<file path="config.mk">
export PLATFORM = sky130hd
export DESIGN_NAME = main_control_fsm
export DESIGN_NICKNAME = d
export VERILOG_FILES = /design/src/rtl/main_control_fsm_pkg.sv /design/src/rtl/main_control_fsm_ctrl_output_rom.sv /design/src/rtl/main_control_fsm.sv
export SDC_FILE = /design/constraint.sdc
export NUM_CORES = 1
export LEC_CHECK = 0
export ABC_AREA = 1
export BUFFER_PORTS_ARGS = -buffer_cell sky130_fd_sc_hd__buf_2
export CAP_MARGIN = 20
export CORE_ASPECT_RATIO = 0.5
export CORE_MARGIN = 3
export CORE_UTILIZATION = 40
export CTS_CLUSTER_SIZE = 20
export DETAILED_ROUTE_END_ITERATION = 10
export HOLD_SLACK_MARGIN = 0.02
export PLACE_DENSITY = 0.65
export SLEW_MARGIN = 20
export SYNTH_ARGS = -nofsm -noshare
export SYNTH_HDL_FRONTEND = slang
export SYNTH_HIERARCHICAL = 1
export SYNTH_SLANG_ARGS = --single-unit
</file>
<file path="constraint.sdc">
create_clock -name clk -period 4.7 [get_ports clk]
set_clock_uncertainty 0.15 [all_clocks]
set_input_delay 0.94 -clock clk [delete_from_list [all_inputs] [get_ports clk]]
set_output_delay 0.94 -clock clk [all_outputs]
set_load 0.02 [all_outputs]
</file>
<file path="src/rtl/main_control_fsm_pkg.sv">
// rtl/main_control_fsm_pkg.sv - shared types and encodings for the multicycle main controller
// Purpose: state enum, opcode constants, datapath mux encodings, ALU decoder
//          class constants and the per-state control word layout.
// Ports:   none (package).
package main_control_fsm_pkg;

  typedef enum logic [3:0] {
    S_FETCH    = 4'd0,
    S_DECODE   = 4'd1,
    S_MEMADR   = 4'd2,
    S_MEMREAD  = 4'd3,
    S_MEMWB    = 4'd4,
    S_MEMWRITE = 4'd5,
    S_EXECUTER = 4'd6,
    S_EXECUTEI = 4'd7,
    S_ALUWB    = 4'd8,
    S_JAL      = 4'd9,
    S_BEQ      = 4'd10,
    S_ILLEGAL  = 4'd11
  } state_t;

  localparam logic [6:0] OP_LW  = 7'b0000011;
  localparam logic [6:0] OP_SW  = 7'b0100011;
  localparam logic [6:0] OP_R   = 7'b0110011;
  localparam logic [6:0] OP_I   = 7'b0010011;
  localparam logic [6:0] OP_BEQ = 7'b1100011;
  localparam logic [6:0] OP_JAL = 7'b1101111;

  localparam logic [1:0] RS_ALUOUT    = 2'b00;
  localparam logic [1:0] RS_DATA      = 2'b01;
  localparam logic [1:0] RS_ALURESULT = 2'b10;

  localparam logic [1:0] SA_PC    = 2'b00;
  localparam logic [1:0] SA_OLDPC = 2'b01;
  localparam logic [1:0] SA_RS1   = 2'b10;

  localparam logic [1:0] SB_RS2  = 2'b00;
  localparam logic [1:0] SB_IMM  = 2'b01;
  localparam logic [1:0] SB_FOUR = 2'b10;

  // ALU decoder class bit: ADD for address/PC arithmetic, funct3 for real ops.
  localparam logic ALUD_ADD    = 1'b0;
  localparam logic ALUD_FUNCT3 = 1'b1;

  // Raw per-state control word. The *_on_* fields are requests the top
  // qualifies with MemReady / Zero and reset before they reach the pins.
  typedef struct packed {
    logic       alud;
    logic       fxor;
    logic       pcw_always;
    logic       pcw_on_ready;
    logic       pcw_on_zero;
    logic       irw_on_ready;
    logic       adr_src;
    logic       mem_write;
    logic [1:0] result_src;
    logic [1:0] alu_src_a;
    logic [1:0] alu_src_b;
    logic       reg_write;
  } ctrl_t;

  // Opcode dispatch out of DECODE.
  function automatic state_t decode_op(input logic [6:0] op);
    case (op)
      OP_LW, OP_SW: decode_op = S_MEMADR;
      OP_R:         decode_op = S_EXECUTER;
      OP_I:         decode_op = S_EXECUTEI;
      OP_BEQ:       decode_op = S_BEQ;
      OP_JAL:       decode_op = S_JAL;
      default:      decode_op = S_ILLEGAL;
    endcase
  endfunction

endpackage

</file>
<file path="src/rtl/main_control_fsm_ctrl_output_rom.sv">
// rtl/main_control_fsm_ctrl_output_rom.sv - pure state-to-control-word decode
// Purpose: Moore output table of the main controller; no qualification.
// Ports:   i_state - current FSM state
//          o_ctrl  - raw control word for that state
module main_control_fsm_ctrl_output_rom
  import main_control_fsm_pkg::*;
(
  input  state_t i_state,
  output ctrl_t  o_ctrl
);

  always_comb begin
    o_ctrl = '0;
    case (i_state)
      S_FETCH: begin
        o_ctrl.adr_src      = 1'b0;
        o_ctrl.alu_src_a    = SA_PC;
        o_ctrl.alu_src_b    = SB_FOUR;
        o_ctrl.alud         = ALUD_ADD;
        o_ctrl.result_src   = RS_ALURESULT;
        o_ctrl.pcw_on_ready = 1'b1;
        o_ctrl.irw_on_ready = 1'b1;
      end
      S_DECODE: begin
        // Branch/jump target precomputed as OldPC + Imm.
        o_ctrl.alu_src_a = SA_OLDPC;
        o_ctrl.alu_src_b = SB_IMM;
        o_ctrl.alud      = ALUD_ADD;
      end
      S_MEMADR: begin
        o_ctrl.alu_src_a = SA_RS1;
        o_ctrl.alu_src_b = SB_IMM;
        o_ctrl.alud      = ALUD_ADD;
      end
      S_MEMREAD: begin
        o_ctrl.adr_src    = 1'b1;
        o_ctrl.result_src = RS_ALUOUT;
      end
      S_MEMWB: begin
        o_ctrl.result_src = RS_DATA;
        o_ctrl.reg_write  = 1'b1;
      end
      S_MEMWRITE: begin
        o_ctrl.adr_src    = 1'b1;
        o_ctrl.result_src = RS_ALUOUT;
        o_ctrl.mem_write  = 1'b1;
      end
      S_EXECUTER: begin
        o_ctrl.alu_src_a = SA_RS1;
        o_ctrl.alu_src_b = SB_RS2;
        o_ctrl.alud      = ALUD_FUNCT3;
      end
      S_EXECUTEI: begin
        o_ctrl.alu_src_a = SA_RS1;
        o_ctrl.alu_src_b = SB_IMM;
        o_ctrl.alud      = ALUD_FUNCT3;
      end
      S_ALUWB: begin
        o_ctrl.result_src = RS_ALUOUT;
        o_ctrl.reg_write  = 1'b1;
      end
      S_JAL: begin
        // PC <= target held in ALUOut while the ALU forms OldPC + 4 for rd.
        o_ctrl.alu_src_a  = SA_OLDPC;
        o_ctrl.alu_src_b  = SB_FOUR;
        o_ctrl.alud       = ALUD_ADD;
        o_ctrl.result_src = RS_ALUOUT;
        o_ctrl.pcw_always = 1'b1;
      end
      S_BEQ: begin
        // XOR of rs1/rs2 gives Zero exactly when the operands are equal.
        o_ctrl.alu_src_a   = SA_RS1;
        o_ctrl.alu_src_b   = SB_RS2;
        o_ctrl.alud        = ALUD_FUNCT3;
        o_ctrl.fxor        = 1'b1;
        o_ctrl.result_src  = RS_ALUOUT;
        o_ctrl.pcw_on_zero = 1'b1;
      end
      default: o_ctrl = '0;
    endcase
  end

endmodule

</file>
<file path="src/rtl/main_control_fsm.sv">
// rtl/main_control_fsm.sv - multicycle RISC-V main controller FSM
// Purpose: sequences lw/sw/R/I/beq/jal through fetch..writeback, drives the
//          datapath enables and muxes, feeds ALUD/FXor to the ALU decoder,
//          waits on MemReady and counts retired instructions.
// Ports:   clk, rst (sync, active high); op, Zero, MemReady inputs;
//          ALUD, FXor, PCWrite, AdrSrc, MemWrite, IRWrite, ResultSrc,
//          ALUSrcA, ALUSrcB, RegWrite, Illegal, Instret outputs.
module main_control_fsm
  import main_control_fsm_pkg::*;
#(
  parameter int CNT_W = 32
) (
  input  logic             clk,
  input  logic             rst,
  input  logic [6:0]       op,
  input  logic             Zero,
  input  logic             MemReady,
  output logic             ALUD,
  output logic             FXor,
  output logic             PCWrite,
  output logic             AdrSrc,
  output logic             MemWrite,
  output logic             IRWrite,
  output logic [1:0]       ResultSrc,
  output logic [1:0]       ALUSrcA,
  output logic [1:0]       ALUSrcB,
  output logic             RegWrite,
  output logic             Illegal,
  output logic [CNT_W-1:0] Instret
);

  state_t           r_state;
  logic             r_illegal;
  logic [CNT_W-1:0] r_instret;
  ctrl_t            w_ctrl;

  main_control_fsm_ctrl_output_rom u_rom (
    .i_state (r_state),
    .o_ctrl  (w_ctrl)
  );

  // Write enables are gated by rst so an abandoned instruction never writes.
  assign PCWrite   = ~rst & (w_ctrl.pcw_always
                           | (w_ctrl.pcw_on_ready & MemReady)
                           | (w_ctrl.pcw_on_zero  & Zero));
  assign IRWrite   = ~rst & w_ctrl.irw_on_ready & MemReady;
  assign MemWrite  = ~rst & w_ctrl.mem_write;
  assign RegWrite  = ~rst & w_ctrl.reg_write;
  assign ALUD      = w_ctrl.alud;
  assign FXor      = w_ctrl.fxor;
  assign AdrSrc    = w_ctrl.adr_src;
  assign ResultSrc = w_ctrl.result_src;
  assign ALUSrcA   = w_ctrl.alu_src_a;
  assign ALUSrcB   = w_ctrl.alu_src_b;
  assign Illegal   = r_illegal;
  assign Instret   = r_instret;

  always_ff @(posedge clk) begin
    if (rst) begin
      r_state   <= S_FETCH;
      r_illegal <= 1'b0;
      r_instret <= '0;
    end else begin
      case (r_state)
        S_FETCH: begin
          if (MemReady) r_state <= S_DECODE;
        end
        S_DECODE: begin
          r_state <= decode_op(op);
          if (decode_op(op) == S_ILLEGAL) r_illegal <= 1'b1;
        end
        S_MEMADR: begin
          // Only lw/sw reach here, so a single compare picks the path.
          r_state <= (op == OP_SW) ? S_MEMWRITE : S_MEMREAD;
        end
        S_MEMREAD: begin
          if (MemReady) r_state <= S_MEMWB;
        end
        S_MEMWB: begin
          r_state   <= S_FETCH;
          r_instret <= r_instret + CNT_W'(1);
        end
        S_MEMWRITE: begin
          if (MemReady) begin
            r_state   <= S_FETCH;
            r_instret <= r_instret + CNT_W'(1);
          end
        end
        S_EXECUTER, S_EXECUTEI, S_JAL: begin
          r_state <= S_ALUWB;
        end
        S_ALUWB, S_BEQ: begin
          r_state   <= S_FETCH;
          r_instret <= r_instret + CNT_W'(1);
        end
        S_ILLEGAL: begin
          r_state <= S_ILLEGAL;
        end
        default: begin
          r_state <= S_FETCH;
        end
      endcase
    end
  end

endmodule

</file>
==> results of run 1 <==
## per-layer routing
layer / vias up / GRT usage (%) / share of wire, %
met5: - / 0 / 0
met4: 0 / 3.344 / 0.57
met3: 5 / 3.586 / 4.6
met2: 38 / 28.21 / 43
met1: 1110 / 24.20 / 52
li1: 1341 / - / -
## worst paths after layout
check        cells past startpoint                  endpoint  slack, ns
max                              5                   PCWrite       1.45
min                              2      Illegal$_SDFFE_PP0P_       0.30
max reg2reg                     10  Instret[26]$_SDFFE_PP0P_       2.72
min reg2reg                      2      Illegal$_SDFFE_PP0P_       0.30
## state kept, by name, indices dropped and copies added (netlist names)
register  count
Instret      32
r_state       4
Illegal       1
## cell families after synthesis
group | after synthesis
xor+xnor | 6
compound gates | 42
fa+ha+maj | 1
buf+inv | 68
flops | 37
simple gates | 236
## cell type report
type | count | area [um2] | share of cell area (%)
tap | 73 | 91.34 | 3.219
inverter | 59 | 221.5 | 7.804
clock buffer | 6 | 128.9 | 4.541
sequential | 37 | 740.7 | 26.10
multi-input combinational | 285 | 1365 | 48.10
clock inverter | 2 | 10.01 | 0.3527
timing repair buffer | 56 | 280.3 | 9.877
## worst register-to-register path, delay by kind of cell (launching register included)
kind,cells,cell delay [ns]
flops,1,0.44
fa+ha+maj,1,0.23
simple gates,9,1.03
## power groups by stage
stage | clock network (uW) | registers (uW) | logic (uW)
finish | 315 | 375 | 367
floorplan | 0 | 384 | 299
CTS | 323 | 374 | 370
detailed placement | 0 | 381 | 368
global route | 333 | 380 | 416
global placement | 0 | 382 | 368
## stage by stage
step           std cells  total power, uW  hold slack [ns]  instance area [um2]  setup WS, ns
2_1_floorplan        390            682.9           0.3764                 2384         2.075
3_3_place_gp         510            750.2           0.2891                 2699         1.441
3_5_place_dp         510            749.1           0.2923                 2699         1.412
4_1_cts              518             1067           0.3013                 2838         1.404
5_1_grt              518             1130           0.3362                 2838         1.258
6_report             518             1057           0.2958                 2838         1.450
## cells in the mapped netlist (all sizes together)
library cell	count
o21ai	16
inv	59
a21oi	21
and3	1
a31oi	1
nor3	5
nand3b	3
nand4	14
and2	1
nor2	85
o22ai	1
a22o	1
clkbuf	3
o211ai	1
xor2	6
nand3	31
o21bai	1
nand2	96
buf	6
ha	1
dfxtp	37
## placed cells by master, fill, tap and decap left out, types with 10 or more instances in the layout
cell	n
sky130_fd_sc_hd__nor2_1	71
sky130_fd_sc_hd__nand2_1	85
sky130_fd_sc_hd__nand4_1	14
sky130_fd_sc_hd__buf_2	56
sky130_fd_sc_hd__inv_1	53
sky130_fd_sc_hd__dfxtp_1	37
sky130_fd_sc_hd__nand2_2	10
sky130_fd_sc_hd__nand3_1	30
sky130_fd_sc_hd__o21ai_0	14
sky130_fd_sc_hd__a21oi_1	21
sky130_fd_sc_hd__nor2_2	10
==> run summary, run 1 <==
CTS root buffer: sky130_fd_sc_hd__clkbuf_16. Dividing the detail-routed wire length by the instance count gives 11.16 um. The flow ran to the end, and the final reports show no timing, DRC or antenna violations. For the pin with the worst max-slew slack, the measured transition is 0.6799 ns. The number of placement rows was 19; the combinational cell fraction of total power was 34.7%.

Setup repair after global routing left no endpoint under its margin. Of all nets on the critical path, the largest fanout is 21. Ranked by total cell area, the synthesized netlist is headed by sky130_fd_sc_hd__dfxtp_1 (31%), sky130_fd_sc_hd__nand2_1 (13%), sky130_fd_sc_hd__nor2_1 (11%). The tools report the number of design-rule violations left by the first detailed-router iteration as 160. Combinational family with the most area after synthesis: simple AND/OR/NAND/NOR gates. Of the synthesized area, sequential elements account for 31.08%. The insertion delay of the later-clocked pin in the worst-skew pair is 0.27 ns, and the area fraction in and, or, nand and nor cells after synthesis is 45.09%. The initial antenna violation count was 0.

The worst setup path is launched from an input pin. For the worst setup path, the data required time is 3.61 ns. Once layout is complete, the utilization of the core stands at 50.58%. The highest cell delay on the worst timing path was 0.56 ns; the internal power component was 647.7 uW.

The run gives 593 as the number of fill cells in the layout. Port buffering added 56 buffers. On the critical path, the stage with the largest delay is an instance of sky130_fd_sc_hd__inv_1.

The number of nets in the synthesized netlist is 402. The share of total power consumed by net switching is 38.70%, and the via count of the first global-routing pass is 2209. Across every metal layer, demand over resource in global routing totals 17.31%.

Buffers added to address setup during post-CTS repair amount to 0. The number of detailed-routing iterations run before antenna repair was 4; the total negative slack was 0 ns. 0 antenna diodes ended up in the layout. The path class of the tightest hold or removal check is reg2reg. The area growth from synthesis to layout is 19.06%. Together, buffers and inverters on the worst path number 4. The arithmetic-cell share of the synthesized area counting full adders, half adders and majority gates came out at 0.5249%. After layout, the minimum clock period comes to 3.250 ns. The total number of H-tree levels was 2; the number of violations of the max-capacitance limit was 0. Once detail routing completed, the nets flagged for antenna violations numbered 0.

The global-route wire length before repair came out at 9825 um. The tools report the critical path arrival as 2.16 ns. For the number of instances in the synthesized netlist, the log shows 390. The compound-gate portion of the synthesized area works out to 9.449%. The start point of the worst hold path was Illegal$_SDFFE_PP0P_. After detailed routing, the number of remaining DRC violations is 0. Largest voltage drop on the vdd net: 0.1796 mV. The number of vias per cell after detailed routing was 4.815. The top-area cell type share of the netlist area works out to 31.08%.

The tools report the total I/O pin count as 57. For this run, the number of Yosys warnings is 6. The capturing element type of the critical path was an output pin. Entering global routing, the biggest net connects 25 pins.

The tools report the clock tree buffer depth as 2. Post-CTS repair changed the size of 0 cells. The tools report the core area as 5610 um2. The part of the power in registers was 35.5%; the number of setup violations in the final report was 0. For this design the ratio of total power to cell area is 372.3 nW/um2. Buffers inserted to repair hold after CTS numbered 0. The worst path uses 69.15% of the clock period.

In the final layout, the share of cells above drive strength 1 is 21.57%. Traced cell by cell, the critical path runs through buf_2, inv_1, o21ai_0, inv_1, buf_2. The startpoint identified for the worst register-to-register timing path is Instret[0]$_SDFFE_PP0P_. Yosys mapped the design onto 31 distinct sky130hd cell types. Timing would allow up to 0.3077 GHz. Cell family contributing the most delay on the critical path: buffers and inverters. The full die area is 6978 um2. The clock-pin transition on the worst setup and hold timing paths works out to 0.06 ns. Clock power share: 29.8%. The run gives 0 as the number of slew-limit violations in the final report. The remaining max-slew budget at the tightest pin is 54.63%. The synthesized netlist occupies a cell area of 2384 um2. Final number of hold-violating endpoints: 0. TritonCTS built the clock tree. The total overflow left after global routing is 0. The congestion estimate from routability-driven global placement came to 0.7909. The clock drives 37 sinks.

The die is 60.59 um tall. Summed over all instances, the cell type with the most area after synthesis is sky130_fd_sc_hd__dfxtp_1. Synthesis inferred 37 register bits.

In this run the horizontal extent of the chip is 115.2 um. Summed over all nets, the half-perimeter wirelength after detailed placement is 4309 um. In this run, CTS created clock tree buffers numbering 5.

The average instance in the mapped netlist occupies 6.112 um2. The total vias in the final route was 2494. For the initial core utilization, the log shows 42.48%. The most critical setup path has its startpoint at rst. The routed design has 5781 um of wire.

The static leakage is 0.001260 uW, and the mux share of post-synthesis cell area is 0%. After the last flow step, the layout net total stands at 456. The reported net switching power is 408.9 uW. Summing the areas of all xor and xnor instances in the mapped netlist gives 2.205% of the synthesized area. The setup path with the least slack is of type in2out.
Power figures use the tool's default switching activity.
==> run 2, diff against run 1 <==
Clock period 4.7 ns to 3 ns, I/O delays scaled along.
==> run 2 against run 1 <==
Compared with the run above:
- core utilization is 0.13 points higher
- global-route usage is 0.78 points lower
- non-clock buffer count up 1
- sequential power increased by 56%
- worst setup slack lost 0.84 ns
- final area grew 0.26%
- largest power group unchanged
- highest routed layer unchanged
- flip-flop and latch count unchanged
- count of clock-buffer cells in the layout is the same
- wire length is 1.7% lower
==> run summary, run 2 (synthesis gave the netlist of run 1 again) <==
Total vias in the final route: 2458 (-1.4%). Number of design-rule violations left by the first detailed-router iteration: 145 (-9.4%). The net count of the finished layout was 457 (+0.22%). The tree is rooted in a sky130_fd_sc_hd__clkbuf_16. The clock-pin transition on the worst setup and hold timing paths works out to 0.05 ns (about the same).

The half-perimeter wire length after placement was 4371 um (+1.4%). The tools report the critical path arrival as 1.64 ns (-0.52 ns). The internal power component came out at 1016 uW (+57%). Number of slew-limit violations in the final report: 0 (unchanged). The initial core utilization came out at 42.48% (unchanged). The number of I/O port buffers is 56 (unchanged), and the data required time of the critical path is 2.25 ns (-1.36 ns).

The tools report the core area as 5610 um2 (unchanged). TritonCTS built the clock tree. Area of the multi-input gates: 1365 um2 (unchanged). The run finished with clean final reports.

The number of diodes was 0 (unchanged). The post-route antenna net violation count is 0 (unchanged). The share of total power consumed by net switching came out at 38.62% (-0.084 points).

The tools report the launching element type of the critical path as a flip-flop. Combinational cell fraction of total power: 34.9% (+0.2 points). The top routing layer in use was met4. The signed area change from the synthesized netlist to the final layout came out at 19.37%. The maximum clock frequency is 0.4181 GHz. The tools report the post-route met1 wirelength as 3023 um (+1.0%).

Proportion of layout cells with a drive suffix above 1: 21.75% (+0.18 points). The via count of the first global-routing pass is 2052 (-7.1%). The endpoint identified for the worst register-to-register timing path is Instret[26]$_SDFFE_PP0P_. The run gives 29.8% (about the same) as the clock power share. The top cell types in the final layout, fill and taps aside, are sky130_fd_sc_hd__nand2_1 (85), sky130_fd_sc_hd__nor2_1 (71), sky130_fd_sc_hd__buf_2 (56), sky130_fd_sc_hd__inv_1 (53), sky130_fd_sc_hd__dfxtp_1 (37).

The insertion delay of the later-clocked pin in the worst-skew pair was 0.28 ns (about the same); the measured slew at the worst slew-check pin was 0.4033 ns (-0.2766 ns). The power density over the cells was 581.5 nW/um2 (+56%); the full die area was 6978 um2 (unchanged). The part of the power in registers is 35.3% (-0.2 points), and the vertical die dimension is 60.59 um (unchanged).

The flip-flop count of the largest register after layout is 32 (unchanged). Clock sink count: 37 (unchanged). The total negative slack is 0 ns (unchanged).

Remaining max-slew budget at the tightest pin: 73.11% (+18 points). The min-delay analysis places its worst path in the category reg2reg. The shortest clock period the worst path allows after layout works out to 2.392 ns. The number of vias per cell after detailed routing came out at 4.736 (-1.6%). The largest voltage drop on the vdd net is 0.2338 mV (+30%). The maximum fanout encountered on the critical timing path works out to 10 (-52%).

Launching instance or port of the critical path: r_state[0]$_SDFFE_PP0P_. The tools report the number of buffers added for setup after CTS as 0 (unchanged). STA classifies the critical path endpoint as an output pin. The number of violations of the max-capacitance limit is 0 (unchanged). The global-route congestion overflow total is 0 (unchanged).

The number of DRC violations after detailed routing is 0 (unchanged), and the post-detailed-routing wire length is 5685 um (-1.7%). The number of setup violations in the final report is 0 (unchanged), and the clock tree buffer depth is 2 (unchanged). The post-cts resize count is 0 (unchanged). The run gives 19 (unchanged) as the number of placement rows.

The global-route wire length before repair is 9294 um (-5.4%). Leaving out fill and tap cells, the most frequent cell in the layout is sky130_fd_sc_hd__nand2_1. The total design power is 1654 uW (+57%), and the worst setup slack for register-to-register paths is 1.06 ns (-1.66 ns). The horizontal die dimension is 115.2 um (unchanged), and the worst setup slack before clock tree synthesis is 0.8933 ns (-0.5187 ns).

The tools report the met2 wire length as 2376 um (-4.5%). Setup repair after global routing left no endpoint under its margin. The startpoint identified for the worst register-to-register timing path is Instret[0]$_SDFFE_PP0P_. The final critical-path share of the clock period is 79.72%. The critical path is of the reg2out type.

The logs give 607 (+2.4%) for the number of fill cells in the layout and 57 (unchanged) for the total I/O pin count. For the weighted congestion at the end of routability-driven global placement, the log shows 0.8046 (+1.7%). The logs give 259 um (-2.3%) for the routed length on met3 and 740.7 um2 (unchanged) for the area taken by flip-flops and latches. The post-detailed-route wirelength per cell is 10.95 um (-1.9%). Last element of the critical path: PCWrite. The tools report the final number of hold-violating endpoints as 0 (unchanged).

The static leakage was 0.001265 uW (+0.38%). The total number of H-tree levels came out at 2 (unchanged). The initial antenna violation count was 0 (unchanged).

The run gives 5 (unchanged) as the number of buffers added by the clock tree synthesis step. For the number of hold buffers added after cts, the log shows 0 (unchanged). For the reported net switching power, the log shows 638.9 uW (+56%). The run gives 25 (unchanged) as the maximum number of pins on one net before global-route repair. Number of cells on the worst reg-to-reg path: 10 (unchanged). The setup slack of the critical path after layout is 0.6085 ns (-0.8416 ns).

For the number of detailed-routing iterations run before antenna repair, the log shows 5 (+1). For the overall track demand over capacity in global routing, the log shows 16.53% (-0.78 points).
==> run 2: metal layers <==
layer  up-vias  track usage, %
li1       1348               -
met1      1064           23.80
met2        44           25.82
met3         2           3.785
met4         0           3.010
met5         -               0
==> run 2: worst min-delay path by stage <==
| stage | startpoint | end | slack, ns | depth (start not counted) |
|---|---|---|---|---|
| floorplan | Illegal$_SDFFE_PP0P_ | Illegal$_SDFFE_PP0P_ | 0.38 | 2 |
| global placement | Illegal$_SDFFE_PP0P_ | Illegal$_SDFFE_PP0P_ | 0.29 | 2 |
| detailed placement | Illegal$_SDFFE_PP0P_ | Illegal$_SDFFE_PP0P_ | 0.29 | 2 |
| CTS | Illegal$_SDFFE_PP0P_ | Illegal$_SDFFE_PP0P_ | 0.30 | 2 |
| global route | Illegal$_SDFFE_PP0P_ | Illegal$_SDFFE_PP0P_ | 0.32 | 2 |
| finish | Illegal$_SDFFE_PP0P_ | Illegal$_SDFFE_PP0P_ | 0.30 | 2 |
==> run 2: power groups by stage <==
stage | logic (uW) | clock network (uW) | registers (uW)
CTS | 582 | 506 | 584
global placement | 583 | 0 | 594
global route | 651 | 525 | 592
detailed placement | 581 | 0 | 595
finish | 578 | 493 | 584
floorplan | 468 | 0 | 602
==> run 2: final cells by class <==
type,instances,area share (%)
clock buffers,6,4.529
clock inverters,2,0.3518
inverters,59,7.784
multi-input cells,285,47.98
flip-flops and latches,37,26.03
well taps,73,3.210
repair buffers,57,10.11
==> run 2: critical path, cell delays in order, from the launching register on <==
cell	delay, ns
sky130_fd_sc_hd__dfxtp_1	0.54
sky130_fd_sc_hd__inv_2	0.07
sky130_fd_sc_hd__nand2_1	0.14
sky130_fd_sc_hd__nor2_1	0.08
sky130_fd_sc_hd__a22o_1	0.20
sky130_fd_sc_hd__o21ai_0	0.13
sky130_fd_sc_hd__inv_1	0.05
sky130_fd_sc_hd__buf_2	0.15
==> run 2: metrics by stage <==
stage / hold slack (ns) / utilization, % / cells / cell area, um2
floorplan: 0.3764 / - / 390 / 2384
global placement: 0.2879 / 48.24 / 511 / 2706
detailed placement: 0.2931 / 48.24 / 511 / 2706
CTS: 0.3016 / 50.71 / 519 / 2845
global route: 0.3224 / 50.71 / 519 / 2845
finish: 0.2993 / 50.71 / 519 / 2845
